===== config.mk =====
export PLATFORM = sky130hd
export DESIGN_NAME = rx_matched_filter_flat
export DESIGN_NICKNAME = d
export VERILOG_FILES = /design/src/rtl/rx_matched_filter_if.sv /design/src/rtl/rx_matched_filter.sv /design/src/flat_wrapper.sv
export SDC_FILE = /design/constraint.sdc
export NUM_CORES = 1
export LEC_CHECK = 0
export CORE_AREA = 2 2 39 41
export CTS_CLUSTER_DIAMETER = 30
export DETAILED_ROUTE_END_ITERATION = 6
export DIE_AREA = 0 0 41 43
export PLACE_DENSITY = 0.44
export SLEW_MARGIN = 40
export SYNTH_ARGS = -nofsm -noshare
export SYNTH_HDL_FRONTEND = slang
export SYNTH_SLANG_ARGS = --single-unit
export TNS_END_PERCENT = 1

===== constraint.sdc =====
create_clock -name clk -period 2.47 [get_ports clk]
set_clock_uncertainty 0.2 [all_clocks]
set_input_delay 0.494 -clock clk [delete_from_list [all_inputs] [get_ports clk]]
set_output_delay 0.494 -clock clk [all_outputs]
set_load 0.02 [all_outputs]

===== src/rtl/rx_matched_filter_if.sv =====
// Sample/decision bus for one receive branch of the matched filter.
// Build macro RX_SOFT_EN adds the rx_soft output.
interface rx_matched_filter_if #(
  parameter int IN_NBITS    = 8,
  parameter int OUT_NBITS   = 8,
  parameter int PHASE_NBITS = 2
);
  logic                        enable;
  logic signed [IN_NBITS-1:0]  rx_in;
  logic [PHASE_NBITS-1:0]      phase;
  logic                        rx_bit;
  logic                        rx_valid;
`ifdef RX_SOFT_EN
  logic signed [OUT_NBITS-1:0] rx_soft;

  modport master (
    output enable, rx_in, phase,
    input  rx_bit, rx_valid, rx_soft
  );

  modport slave (
    input  enable, rx_in, phase,
    output rx_bit, rx_valid, rx_soft
  );
`else
  modport master (
    output enable, rx_in, phase,
    input  rx_bit, rx_valid
  );

  modport slave (
    input  enable, rx_in, phase,
    output rx_bit, rx_valid
  );
`endif
endinterface


===== src/rtl/rx_matched_filter.sv =====
// Receive matched FIR, decimator and hard-bit slicer for one I/Q branch.
// Build macro RX_SOFT_EN adds a saturated soft output (rx_soft).
module rx_matched_filter #(
  parameter int UPSAMPLE   = 4,
  parameter int NCOEF      = 24,
  parameter int COEF_NBITS = 8,
  parameter logic [NCOEF*COEF_NBITS-1:0] COEF = '0,
  parameter int COEF_FBITS = 7,
  parameter int IN_NBITS   = 8,
  parameter int IN_FBITS   = 7,
  parameter int OUT_NBITS  = 8,
  parameter int OUT_FBITS  = 7
) (
  input logic clk,
  input logic reset,
  rx_matched_filter_if.slave bus
);

  localparam int PW = (UPSAMPLE > 1) ? $clog2(UPSAMPLE) : 1;
  localparam int ACC_NBITS = IN_NBITS + COEF_NBITS + $clog2(NCOEF);
  localparam int F  = IN_FBITS + COEF_FBITS;
  localparam int HI = F + OUT_NBITS - OUT_FBITS - 1;
  localparam int LO = F - OUT_FBITS;

  logic signed [IN_NBITS-1:0]  x [NCOEF];
  logic [PW-1:0]               cnt;
  logic                        tag0;
  logic                        tag_q;
  logic signed [ACC_NBITS-1:0] sum;
  logic signed [ACC_NBITS-1:0] acc_q;
  logic                        bit_q;
  logic                        valid_q;
  logic                        unused_acc;

  function automatic logic signed [COEF_NBITS-1:0] tap(input int k);
    tap = COEF[(NCOEF-k)*COEF_NBITS-1 -: COEF_NBITS];
  endfunction

  // Sample delay line, advanced only on qualified samples
  always_ff @(posedge clk or posedge reset) begin
    if (reset) begin
      for (int k = 0; k < NCOEF; k++) x[k] <= '0;
    end else if (bus.enable) begin
      x[0] <= bus.rx_in;
      for (int k = 1; k < NCOEF; k++) x[k] <= x[k-1];
    end
  end

  // Symbol phase counter; tags the sample taken at the chosen phase
  always_ff @(posedge clk or posedge reset) begin
    if (reset) begin
      cnt  <= '0;
      tag0 <= 1'b0;
    end else begin
      tag0 <= bus.enable && (cnt == bus.phase);
      if (bus.enable)
        cnt <= (cnt == PW'(UPSAMPLE-1)) ? '0 : cnt + 1'b1;
    end
  end

  // Full-precision convolution over the delay line
  always_comb begin
    sum = '0;
    for (int k = 0; k < NCOEF; k++)
      sum = sum + ACC_NBITS'(tap(k)) * ACC_NBITS'(x[k]);
  end

  // Register the filter output and its tag every clock
  always_ff @(posedge clk or posedge reset) begin
    if (reset) begin
      acc_q <= '0;
      tag_q <= 1'b0;
    end else begin
      acc_q <= sum;
      tag_q <= tag0;
    end
  end

  assign unused_acc = ^acc_q;

`ifdef RX_SOFT_EN
  logic [ACC_NBITS-HI-1:0]     soft_top;
  logic signed [OUT_NBITS-1:0] soft_d;
  logic signed [OUT_NBITS-1:0] soft_q;

  assign soft_top = acc_q[ACC_NBITS-1:HI];

  // Truncate to the soft format, clamping when the top bits overflow it
  always_comb begin
    soft_d = acc_q[HI:LO];
    if (!((&soft_top) || !(|soft_top)))
      soft_d = acc_q[ACC_NBITS-1]
             ? {1'b1, {(OUT_NBITS-1){1'b0}}}
             : {1'b0, {(OUT_NBITS-1){1'b1}}};
  end

  // Soft value captured with each decision, held between strobes
  always_ff @(posedge clk or posedge reset) begin
    if (reset)
      soft_q <= '0;
    else if (tag_q)
      soft_q <= soft_d;
  end

  assign bus.rx_soft = soft_q;
`endif

  // Slice the tagged sample: non-negative decides 1
  always_ff @(posedge clk or posedge reset) begin
    if (reset) begin
      bit_q   <= 1'b0;
      valid_q <= 1'b0;
    end else begin
      valid_q <= tag_q;
      if (tag_q)
        bit_q <= ~acc_q[ACC_NBITS-1];
    end
  end

  assign bus.rx_bit   = bit_q;
  assign bus.rx_valid = valid_q;

endmodule


===== src/flat_wrapper.sv =====
// flat-port wrapper written by rule: the top's interface ports become plain ports
module rx_matched_filter_flat 
#(
  parameter int UPSAMPLE   = 4,
  parameter int NCOEF      = 24,
  parameter int COEF_NBITS = 8,
  parameter logic [NCOEF*COEF_NBITS-1:0] COEF = '0,
  parameter int COEF_FBITS = 7,
  parameter int IN_NBITS   = 8,
  parameter int IN_FBITS   = 7,
  parameter int OUT_NBITS  = 8,
  parameter int OUT_FBITS  = 7
)
  (clk, reset, bus_enable, bus_rx_in, bus_phase, bus_rx_bit, bus_rx_valid);
  rx_matched_filter_if #(.IN_NBITS(IN_NBITS), .OUT_NBITS(OUT_NBITS), .PHASE_NBITS(2)) bus_i ();
  input logic clk;
  input logic reset;
  input wire logic [$bits(bus_i.enable)-1:0] bus_enable;
  input wire logic [$bits(bus_i.rx_in)-1:0] bus_rx_in;
  input wire logic [$bits(bus_i.phase)-1:0] bus_phase;
  output wire logic [$bits(bus_i.rx_bit)-1:0] bus_rx_bit;
  output wire logic [$bits(bus_i.rx_valid)-1:0] bus_rx_valid;
  assign bus_i.enable = bus_enable;
  assign bus_i.rx_in = bus_rx_in;
  assign bus_i.phase = bus_phase;
  assign bus_rx_bit = bus_i.rx_bit;
  assign bus_rx_valid = bus_i.rx_valid;
  rx_matched_filter #(.UPSAMPLE(UPSAMPLE), .NCOEF(NCOEF), .COEF_NBITS(COEF_NBITS), .COEF(COEF), .COEF_FBITS(COEF_FBITS), .IN_NBITS(IN_NBITS), .IN_FBITS(IN_FBITS), .OUT_NBITS(OUT_NBITS), .OUT_FBITS(OUT_FBITS)) u_core (.clk(clk), .reset(reset), .bus(bus_i));
endmodule

Word-level counts from Yosys, hierarchy flattened. Cells that the tools add are included.

Bits in registers: 6. Latch bits: 0. Bits in writable memories: 0. Bits in read-only memories: 0. Output and inout port bits: 2. Word-level logic and storage cells: 10. Memories: 0.

Add/sub/neg operators: 1. Multiply operators: 0. Div/mod/pow operators: 0. Magnitude comparators: 0. Eq/ne operators: 2. Shifts and indexed selects: 0. Mux-type cells: 1. Bitwise logic cells: 0. Reduce and logical (&&, ||, !) cells: 1.

Operators by type and width (number): 2-bit by 1-bit adder with 2-bit output (second input constant) (1); 2-bit == test (1); 2-bit == test (second input constant) (1); 2-bit 2-to-1 mux (1); 1-bit logical AND (1).

Logic depth before layout (Yosys ltp).
Depth after elaboration: 2. Depth in mapped cells: 3.

Worst setup path before layout. OpenSTA, ideal clock, no wires.

Path type: register to register. From: reg u_core.cnt[0]. To: reg u_core.cnt[1]. Library setup time: 0.125 ns. Arrival time: 0.919 ns. Data required time: 2.145 ns. Slack: 1.227 ns. Cell stages (with the launch flop): 3. Period minus slack after synthesis: 1.243 ns. Cells stage by stage: dfrtp_1 ha_1 mux2_2.

Word-level cells in the longest chain between the ends: 2. Elaborated cells between the ends (all ways): 3. Classes of those cells: 1 x add/sub; 1 x eq/ne; 1 x mux.

RTL lines: start: declaration (RTL line rx_matched_filter.sv:26) `logic [PW-1:0] cnt;`; start signal: assignment (RTL line rx_matched_filter.sv:57) `cnt <= (cnt == PW'(UPSAMPLE-1)) ? '0 : cnt + 1'b1;`; 2-bit by 1-bit adder with 2-bit output or 2-bit == test (tied branches) (RTL line rx_matched_filter.sv:57); 2-bit 2-to-1 mux * (RTL line rx_matched_filter.sv:57).

Mark *: on every way between the ends. The rest lies on a longest branch, timed or not. A chain may end at the register's enable or synchronous reset.

Worst setup path in the final report.
From: reg u_core.bit_q, in the netlist u_core.bus.rx_bit. To: out bus_rx_bit.

RTL lines: start: declaration (RTL line rx_matched_filter.sv:31) `logic bit_q;`; start signal: assignment (RTL line rx_matched_filter.sv:116) `bit_q <= ~acc_q[ACC_NBITS-1];`; end: declaration (RTL line flat_wrapper.sv:21) `output wire logic [$bits(bus_i.rx_bit)-1:0] bus_rx_bit;`.

No word-level cell between the ends.

==> flow_metrics.env <==
export IMPL_status="completed"
export IMPL_cp_slowest_stage_delay_ns=0.60
export IMPL_htreeDepth=1
export IMPL_drtAntennaViolNets=0
export IMPL_maxCapViolCount=0
export IMPL_place_ws_ns=0.788
export IMPL_postCtsHoldBufs=0
export IMPL_required_ns=1.78
export IMPL_port_buffers=6
export IMPL_final_cell_mix="6 x clkdlybuf4s50_1, 6 x dfrtp_1, 3 x clkbuf_4, 2 x mux2_2, 2 x xnor2_1"
export IMPL_seqPwrFrac_pct=47.6
export IMPL_fin_util_pct=23.5
export IMPL_ys_warn_count=0
export IMPL_clock_fmax_ghz=0.536
export IMPL_clk_latency_ns=0.24
export IMPL_critPathLaunchType="flip-flop"
export IMPL_cts_clk_slew_worst_paths_ns=0.04
export IMPL_worstMarginPinSlew_ns=0.223
export IMPL_routabilityCongestion=0.528
export IMPL_dr_total_vias=141
export IMPL_rsz0062_at_grt="no"
export IMPL_grt_pass1_wl_um=641
export IMPL_switching_share_pct=26.4
export IMPL_drt_iter0_markers=0
export IMPL_antenna_found_initial=0
export IMPL_finalCritPeriodShare_pct=75.6
export IMPL_drive_above_1_share_pct=25.0
export IMPL_numCtsBuffers=3
export IMPL_worstHoldStart="u_core.tag0"
export IMPL_drv_slew=0
export IMPL_track_usage_pct=6.16
export IMPL_min_period_ns=1.87
export IMPL_cts_resized=0
export IMPL_crit_path_max_fanout=2
export IMPL_leakagePower_nw=0.144
export IMPL_cp_slowest_cell="clkdlybuf4s50_1"
export IMPL_r2r_slack_ns=1.18
export IMPL_worst_r2r_path_depth=2
export IMPL_globalRouteOverflowTotal=0
export IMPL_synth_nets=29
export IMPL_synth_area_sq_um=223
export IMPL_hold_class="flip-flop to flip-flop"
export IMPL_num_antenna_cells=0
export IMPL_viasPerCell=3.53
export IMPL_power_per_cell_area_nw_per_um2=996
export IMPL_yosysSeqAreaShare_pct=67.4
export IMPL_endpoint_kind="primary output"
export IMPL_cp_top_family="buffers and inverters"
export IMPL_power_frac_comb_pct=25.2
export IMPL_ys_ff_latch=6
export IMPL_syn_inst=15
export IMPL_area_growth_syn_to_layout_pct=46.1
export IMPL_dr_pass1_iters=1
export IMPL_pwr_share_clk_pct=27.2
export IMPL_post_cts_setup_buffers=0
export IMPL_placed_cells=37
export IMPL_rr_endpoint="u_core.cnt[1]"
export IMPL_fp_row_count=14
export IMPL_cp_cell_sequence="clkdlybuf4s50_1"
export IMPL_clockRootBuffer="clkbuf_4"
export IMPL_ys_types=8
export IMPL_worstHoldEndpoint="u_core.tag_q"
export IMPL_hold_violations=0
export IMPL_drc=0
export IMPL_layout_nets=40
export IMPL_p_int_mw=0.238
export IMPL_cts_tree="built"
export IMPL_finalSetupViolCount=0
export IMPL_worstPathArrival_ns=1.17
export IMPL_r2r_start="u_core.cnt[0]"
export IMPL_core_sq_um=1380
export IMPL_peakVddDrop_mv=0.342
export IMPL_grt_pass1_vias=163
export IMPL_layout_setup_ws_ns=0.604
export IMPL_wl_per_cell_um=8.60
export IMPL_switching_power_mw=0.0856
export IMPL_wl_um=344
export IMPL_pin_count=15
export IMPL_crit_type="flip-flop to primary output"
export IMPL_die_y_um=43
export IMPL_setup_tns_ns=0
export IMPL_cts_sinks=6
export IMPL_syn_area_per_cell_sq_um=14.8
export IMPL_crit_buf_inv=1
export IMPL_dieWidth_um=41
export IMPL_grt_max_degree=7
export IMPL_max_slew_margin_pct=85.1
export IMPL_die_area_sq_um=1760
export IMPL_final_cells=40
export IMPL_start_util_pct=16.1
export IMPL_power_mw=0.324
export IMPL_holdPathStages=0
export IMPL_cts_max_path_buffers=2
## sequential cells by signal, indices dropped and copies added, names as in the netlist
register,flops
u_core.bus.rx_valid,1
u_core.tag_q,1
u_core.tag0,1
u_core.cnt,2
u_core.bus.rx_bit,1
## logic make-up after synthesis
logic type | Yosys count | synth area share, %
DFF | 6 | 67.4
and+or+nand+nor | 3 | 7.31
muxes | 2 | 10.1
xor gates and xnor gates | 2 | 7.87
adders and majority gates | 1 | 5.62
buffers and inverters | 1 | 1.68
## final cells by class
class                   count  area, sq um
well taps                  16         20.0
multi-input cells           8         68.8
inverters                   1         3.75
clock buffers               3         22.5
fillers                   149         1060
repair buffers              6         60.1
flip-flops and latches      6          150
## cell usage after synthesis, drive strengths merged
cell / n / area share [%]
and3: 1 / 2.8
dfrtp: 6 / 67
ha: 1 / 5.6
inv: 1 / 1.7
mux2: 2 / 10
nor2: 1 / 1.7
or2: 1 / 2.8
xnor2: 2 / 7.9
## worst max path at each step
stage | from | cells after the start | endpoint | slack [ns]
floorplan | u_core.cnt[0] | 2 | u_core.cnt[1] | 1.23
global route | u_core.bus.rx_bit | 1 | bus_rx_bit | 0.55
finish | u_core.bus.rx_bit | 1 | bus_rx_bit | 0.60
global placement | bus_enable | 2 | u_core.cnt[0] | 0.82
CTS | u_core.bus.rx_bit | 1 | bus_rx_bit | 0.58
detailed placement | bus_enable | 2 | u_core.cnt[1] | 0.79
## power groups by stage
stage               logic, mW  registers [mW]  clock network [mW]
finish                 0.0817           0.154              0.0880
global route           0.0934           0.159               0.101
CTS                    0.0848           0.155              0.0941
detailed placement     0.0847           0.157                   0
global placement       0.0762           0.152                   0
floorplan              0.0504           0.157                   0
## layer usage
layer  vias to the layer above  GRT usage [%]  wire length [um]
met5                         -              0                 0
met4                         0           2.00                 0
met3                         0           7.85                47
met2                         9           8.13               177
met1                        66           5.57               119
li1                         66              -                 -
## metrics by stage
step / hold slack (ns) / area, sq um
finish: 0.141 / 325
global route: 0.168 / 325
CTS: 0.145 / 325
detailed placement: 0.136 / 303
global placement: 0.132 / 303
floorplan: 0.0850 / 223
Note: power is estimated with default switching activity, not from simulation.
